<file path="src/rtl/group_sequence_detect.sv">
// group_sequence_detect: maskable serial pattern detector with grouped or sliding verdicts
//
// Parameters:
//   LEN     - pattern/group length in bits (2..32)
//   PATTERN - reset value of the pattern register; the MSB is compared against the first bit
//   MODE    - 0 = non-overlapping LEN-bit groups, 1 = overlapping sliding window
//   CNT_W   - width of the saturating statistics counters
// Ports:
//   clk          in   rising-edge clock
//   rst          in   synchronous active-high reset
//   data_valid   in   qualifies data
//   data         in   serial data bit
//   pattern_load in   loads pattern_in/mask_in and restarts the group/window
//   pattern_in   in   new pattern, MSB first
//   mask_in      in   per-position compare enable, 0 = don't care
//   match        out  one-cycle verdict pulse: pattern matched
//   not_match    out  one-cycle verdict pulse: pattern mismatched
//   match_cnt    out  saturating count of match pulses
//   verdict_cnt  out  saturating count of all verdicts
module group_sequence_detect #(
    parameter int LEN = 6,
    parameter logic [LEN-1:0] PATTERN = 6'b011100,
    parameter int MODE = 0,
    parameter int CNT_W = 8
) (
    input  logic             clk,
    input  logic             rst,
    input  logic             data_valid,
    input  logic             data,
    input  logic             pattern_load,
    input  logic [LEN-1:0]   pattern_in,
    input  logic [LEN-1:0]   mask_in,
    output logic             match,
    output logic             not_match,
    output logic [CNT_W-1:0] match_cnt,
    output logic [CNT_W-1:0] verdict_cnt
);
    localparam int PW = (LEN > 1) ? $clog2(LEN) : 1;
    localparam logic [PW-1:0] LAST = PW'(LEN - 1);

    typedef enum logic {S_FILL, S_STREAM} state_t;

    state_t           state, state_n;
    logic [PW-1:0]    pos, pos_n;
    logic             flag, flag_n;
    logic [LEN-1:0]   shift, shift_n, shift_in;
    logic [LEN-1:0]   pat, pat_n, mask, mask_n;
    logic             match_n, not_match_n;
    logic [CNT_W-1:0] match_cnt_n, verdict_cnt_n;
    logic             verdict, hit, bit_mis;

    always_comb begin
        state_n       = state;
        pos_n         = pos;
        flag_n        = flag;
        shift_n       = shift;
        pat_n         = pat;
        mask_n        = mask;
        verdict       = 1'b0;
        hit           = 1'b0;
        shift_in      = {shift[LEN-2:0], data};
        // position p is compared against pattern bit LEN-1-p, so the MSB meets the first bit
        bit_mis       = (data ^ pat[LAST - pos]) & mask[LAST - pos];
        if (pattern_load) begin
            pat_n   = pattern_in;
            mask_n  = mask_in;
            pos_n   = '0;
            flag_n  = 1'b0;
            shift_n = '0;
            state_n = S_FILL;
        end else if (data_valid) begin
            if (MODE == 0) begin
                // the group always runs its full length; an early mismatch only sets the flag
                verdict = (pos == LAST);
                hit     = ~(flag | bit_mis);
                pos_n   = (pos == LAST) ? '0 : pos + 1'b1;
                flag_n  = (pos == LAST) ? 1'b0 : (flag | bit_mis);
            end else begin
                shift_n = shift_in;
                hit     = ((shift_in ^ pat) & mask) == '0;
                if (state == S_FILL) begin
                    verdict = (pos == LAST);
                    pos_n   = (pos == LAST) ? '0 : pos + 1'b1;
                    state_n = (pos == LAST) ? S_STREAM : S_FILL;
                end else begin
                    verdict = 1'b1;
                end
            end
        end
        match_n       = verdict & hit;
        not_match_n   = verdict & ~hit;
        match_cnt_n   = (match_n && !(&match_cnt)) ? match_cnt + 1'b1 : match_cnt;
        verdict_cnt_n = (verdict && !(&verdict_cnt)) ? verdict_cnt + 1'b1 : verdict_cnt;
    end

    always_ff @(posedge clk) begin
        if (rst) begin
            state       <= S_FILL;
            pos         <= '0;
            flag        <= 1'b0;
            shift       <= '0;
            pat         <= PATTERN;
            mask        <= '1;
            match       <= 1'b0;
            not_match   <= 1'b0;
            match_cnt   <= '0;
            verdict_cnt <= '0;
        end else begin
            state       <= state_n;
            pos         <= pos_n;
            flag        <= flag_n;
            shift       <= shift_n;
            pat         <= pat_n;
            mask        <= mask_n;
            match       <= match_n;
            not_match   <= not_match_n;
            match_cnt   <= match_cnt_n;
            verdict_cnt <= verdict_cnt_n;
        end
    end
endmodule

</file>
<file path="config.mk">
export PLATFORM = sky130hd
export DESIGN_NAME = group_sequence_detect
export DESIGN_NICKNAME = d
export VERILOG_FILES = /design/src/rtl/group_sequence_detect.sv
export SDC_FILE = /design/constraint.sdc
export NUM_CORES = 1
export LEC_CHECK = 0
export CORE_UTILIZATION = 45
export CTS_CLUSTER_DIAMETER = 80
export DETAILED_ROUTE_END_ITERATION = 16
export PLACE_DENSITY = 0.81
export SLEW_MARGIN = 30
export SYNTH_ARGS = -nofsm -noshare
export SYNTH_HDL_FRONTEND = slang
export SYNTH_SLANG_ARGS = --single-unit
</file>
<file path="constraint.sdc">
create_clock -name clk -period 6.4 [get_ports clk]
set_input_delay 1.28 -clock clk [delete_from_list [all_inputs] [get_ports clk]]
set_output_delay 1.28 -clock clk [all_outputs]
set_load 0.01 [all_outputs]
</file>
======== After elaboration in Yosys (flattened, before gate mapping) ========
Index checks and enable logic that the tools add are counted.
cells by class
  add/subtract/negate cells ............... 4
  $lt $le $gt $ge ......................... 1
  equal/unequal tests ..................... 1
  mux-type cells .......................... 10
  bitwise gates (word level) .............. 7
  reduce and logical (&&, ||, !) cells .... 7
operators by type and width
  cell                                                                  count
  8-bit by 1-bit adder with 8-bit output, second input constant         2
  8-bit AND reduction                                                   2
  1-bit 2-to-1 mux                                                      7
  1-bit binary-select mux with 3-bit select                             2
  3-bit by 4-bit < comparator with 1-bit output, second input constant  1
  3-bit by 1-bit adder with 3-bit output, second input constant         1
  1-bit bitwise AND                                                     3
  3-bit == test, second input constant                                  1
  3-bit 2-to-1 mux                                                      1
  3-bit subtractor, first input constant                                1
  1-bit logical AND                                                     2
  1-bit logical NOT                                                     2
  1-bit NOT                                                             2
  2-bit OR reduction                                                    1
  1-bit OR                                                              1
  1-bit bitwise XOR                                                     1
storage, ports and cells
  flip-flop bits (word level) ............. 34
  input bits .............................. 17
  output and inout port bits .............. 18
  word-level logic and storage cells ...... 38

======== Depth between registers and ports, before layout ========
  depth after elaboration ................. 11
  gate-level depth with buffers ........... 8
  depth with buffers taken out ............ 8

======== Least setup slack after synthesis ========
OpenSTA, ideal clock, no wires.
  path type ............................... input port to flip-flop
  from .................................... input port data_valid
  to ...................................... register match_cnt[7]
  setup time .............................. 123 ps
  data arrival time ....................... 2,721 ps
  data required time ...................... 6,277 ps
  setup slack ............................. 3,556 ps
  cell stages on the path ................. 6
  buffers on the path ..................... 0
  path through ............................ nand3_1 > or2_2 > nor2_1 > o21ai_4 > or4_1 > mux2_1
on the way
  longest elaborated chain between the ends .. 4
  elaborated cells on any way between the ends .. 6
  those cells by class .................... mux: 4; bitwise: 1; reduce/logical: 1
RTL lines
  what                  RTL line  text
  from (decl)           28        input logic data_valid,
  1-bit 2-to-1 mux      71        end else if (data_valid) begin
  1-bit 2-to-1 mux      64        if (pattern_load) begin
  1-bit bitwise AND *   90        match_n = verdict & hit;
  1-bit logical AND *   92        match_cnt_n = (match_n && !(&match_cnt)) ? match_cnt + 1'b1 : match_cnt;
  to (signal assigned)  117       match_cnt <= match_cnt_n;
  to (decl)             35        output logic [CNT_W-1:0] match_cnt,
Mark *: on every way between the ends. The rest lies on a longest branch, timed or not.
A chain may end at the register's enable or synchronous reset.

======== Final worst setup path ========
  from .................................... input port pattern_load
  to ...................................... register match_cnt[7]
on the way
  longest elaborated chain between the ends .. 3
  elaborated cells on any way between the ends .. 4
  those cells by class .................... mux: 2; bitwise: 1; reduce/logical: 1
RTL lines
  what                 RTL line  text
  from (decl)          30        input logic pattern_load,
  1-bit 2-to-1 mux     64
  1-bit bitwise AND *  90
  1-bit logical AND *  92
Marked as above.

==> impl_results.md <==
- Post-CTS Setup Inserts: 0
- Largest net degree at the start of global routing: 39
- TritonCTS clock tree: done
- Clk_lat worst skew: around 340 ps
- Vias per std cell: around 5.3
- Sequential area share after synthesis: approximately 42%
- Final Hold Viols: 0
- Met1 Use GR: 23.1%
- Max-capacitance violation count: 0
- Hpwl dp: around 2300 um
- Post-synthesis register bit count: 34
- Final ANT Viol Nets: 0
- Finish-stage setup viols: 0
- Mean Syn Cell Area: 9.66 um^2
- Cell Int Power: about 300 uW
- Worst rel slew slack: 40.4%
- Commonest non-fill, non-tap cells in the layout: dfxtp_1 (34), clkdlybuf4s50_1 (34), nor2_1 (28)
- Drt first pass iters: 4
- Clock Path Buffers: 2
- Iter 0 DRT Violations: 80
- Status: complete, no violations
- Core area: 3360 um^2
- Initial antenna violation count: 0
- Rows: 21
- Nets: approximately 220
- Hold buffers post-CTS: 0
- Critical Setup Path Class: primary input to register
- Cell count after synthesis: between 150 and 200
- Sw power: about 91 uW
- CP endpoint kind: register
- Flop pwr share: slightly below 60%
- Reg2Reg Depth: 8
- Startpoint Class: primary input
- Hold Crit Depth: 2
- Synthesis warning total: 0
- Hold_ws: 522 ps
- Final period util: 56.7%
- Starting Density: between 40% and 50%
- Cts bufs inserted: 5
- Worst hold-check path type: register to register
- Post-Layout Inst Area: between 2000 and 2500 um^2
- Vias post-DR: between 1000 and 1500
- Setup TNS: 0 ps
- RePlAce Congestion: 0.723
- Buffers on Ports: 34
- Global routing's busiest layer: met2
- Drt total wl: about 3200 um
- Unrepaired setup endpoints after global routing: no
- Die area: 3800 um^2
- Critical Path Fanout Max: 25
- Yosys cell types: 39
- Wire per inst: between 10 and 15 um
- Fmax: between 0.2 and 0.3 GHz
- Post_cts resized: 0
- Vias in the first global route: about 1300
- Area delta synth->final: 26.9%
- Root buffer cell: clkbuf_4
- First-pass GRT wire length: between 5000 and 6000 um
- Post-layout min period: roughly 3600 ps
- I/O Pins: 35
- CTS sink cnt: 34
- Post-DP Area: between 1500 and 2000 um^2
- Clk network pwr share: about 32%
- Post-Syn Nets: approximately 190
- Leakage: between 0.0007 and 0.0008 uW
- Syn Std Cell Area: 1600 um^2
- Drc violations: 0
- Die width: 61.7 um
- Final global-route overflow total: 0
- Met3 Use GR: roughly 6.3%
- Net Sw Frac: approximately a quarter
- Chip Height: between 60 and 70 um
- Antenna diodes: 0
- Comb pwr share: just under 10%
- Crit path required time: 6630 ps
- Final Skew: 11.0 ps
- H-tree Lvls: 2
- Worst IR Drop VDD: around 0.13 mV
- Max Transition Viols Final: 0
- Worst slew pin tran: roughly 890 ps
- GR Util met2: approximately a third
- Share of post-route cells with drive strength above 1: a little under a tenth
- Cell Pwr Density: about 190 nW/um^2
- Clock Pin Slew Worst Setup and Hold Paths: approximately 110 ps
- Critical Path AT: a little under 4000 ps
- Tot GR Track Use: 19.7%
## synth_stat cells
| library cell | n | share of area [%] |
|---|---|---|
| a211o_1 | 9 | 4.9 |
| buf_2 | 1 | 0.31 |
| buf_1 | 2 | 0.47 |
| nor4b_1 | 1 | 0.55 |
| o31ai_1 | 1 | 0.47 |
| clkbuf_1 | 3 | 0.70 |
| or2b_2 | 1 | 0.55 |
| o21ai_0 | 2 | 0.62 |
| nand4_1 | 3 | 1.2 |
| mux4_2 | 1 | 1.4 |
| a211oi_1 | 1 | 0.47 |
| mux2_1 | 2 | 1.4 |
| buf_6 | 1 | 0.70 |
| and3_1 | 2 | 0.78 |
| nand3_1 | 6 | 1.9 |
| or2_2 | 1 | 0.39 |
| o21ba_2 | 1 | 0.62 |
| o21a_1 | 2 | 0.94 |
| ha_1 | 4 | 3.1 |
| o21ai_4 | 1 | 1.0 |
| mux4_1 | 1 | 1.6 |
| and2b_2 | 1 | 0.55 |
| inv_1 | 1 | 0.23 |
| nor2_1 | 28 | 6.6 |
| a21oi_1 | 4 | 1.2 |
| or3_1 | 2 | 0.78 |
| or4_1 | 2 | 0.94 |
| nand2b_1 | 2 | 0.78 |
| nor2b_1 | 14 | 5.5 |
| mux2i_1 | 8 | 5.0 |
| o32ai_4 | 1 | 1.7 |
| nor3_1 | 4 | 1.2 |
| dfxtp_1 | 34 | 42 |
| nand2_1 | 7 | 1.6 |
| xnor2_1 | 2 | 1.1 |
| nor2b_4 | 1 | 0.86 |
| mux2_2 | 3 | 2.1 |
| nor3b_1 | 1 | 0.47 |
| xor2_1 | 5 | 2.7 |
## sequential cells by signal, indices dropped and copies added (netlist names)
register,count
flag,1
mask,6
match,1
match_cnt,8
not_match,1
pat,6
pos,3
verdict_cnt,8
## through the flow
stage          util, %  power (uW)  std cells  setup slack [ps]
4_1_cts           60.5         387        248              2800
5_1_grt           60.5         402        248              2660
3_5_place_dp      58.7         264        240              2440
3_3_place_gp      58.7         262        240              2540
6_report          60.5         384        248              2770
2_1_floorplan        -         249        166              3560
## final timing paths
check	slack (ps)	start	to
max reg2reg	3600	pos[1]	match_cnt[7]
max	2770	pattern_load	match_cnt[7]
min reg2reg	520	verdict_cnt[5]	verdict_cnt[5]
min	520	verdict_cnt[5]	verdict_cnt[5]
## worst max-delay path, cell delays in order
cell,delay [ps]
clkdlybuf4s50_1,870
or2_2,530
nor2_1,170
o21ai_4,120
or4_1,550
mux2_1,340
## routing by layer
metal  up-vias  share of wire [%]
li1        653                  -
met1       611                 45
met2        38                 48
met3         7                5.3
met4         0                1.9
met5         -                  0
## cell families (layout without fill, tap and decap cells)
family	after synthesis	in the layout	synth area share, %
xor+xnor	7	7	3.83
compound gates	22	22	12.0
buf+inv	8	44	2.42
flops	34	34	42.5
mux	15	15	11.6
simple gates	76	76	24.6
fa+ha+maj	4	4	3.12
## final cells by class
class | instances | area, um^2
Clock buffer | 7 | 55.1
Multi-Input combinational cell | 124 | 883
Tap cell | 46 | 57.6
Sequential cell | 34 | 681
Inverter | 1 | 3.75
Timing Repair Buffer | 35 | 348
Clock inverter | 1 | 5.00
Fill cell | 332 | 1330
## power groups by stage
stage	Combinational [uW]	Sequential [uW]	Clock [uW]
after floorplan	25.1	224	0
after global placement	36.8	226	0
after detailed placement	38.1	226	0
after CTS	38.3	221	128
after global routing	42.0	222	138
final	38.0	221	124
No activity file was read; power rests on OpenSTA's default activity.
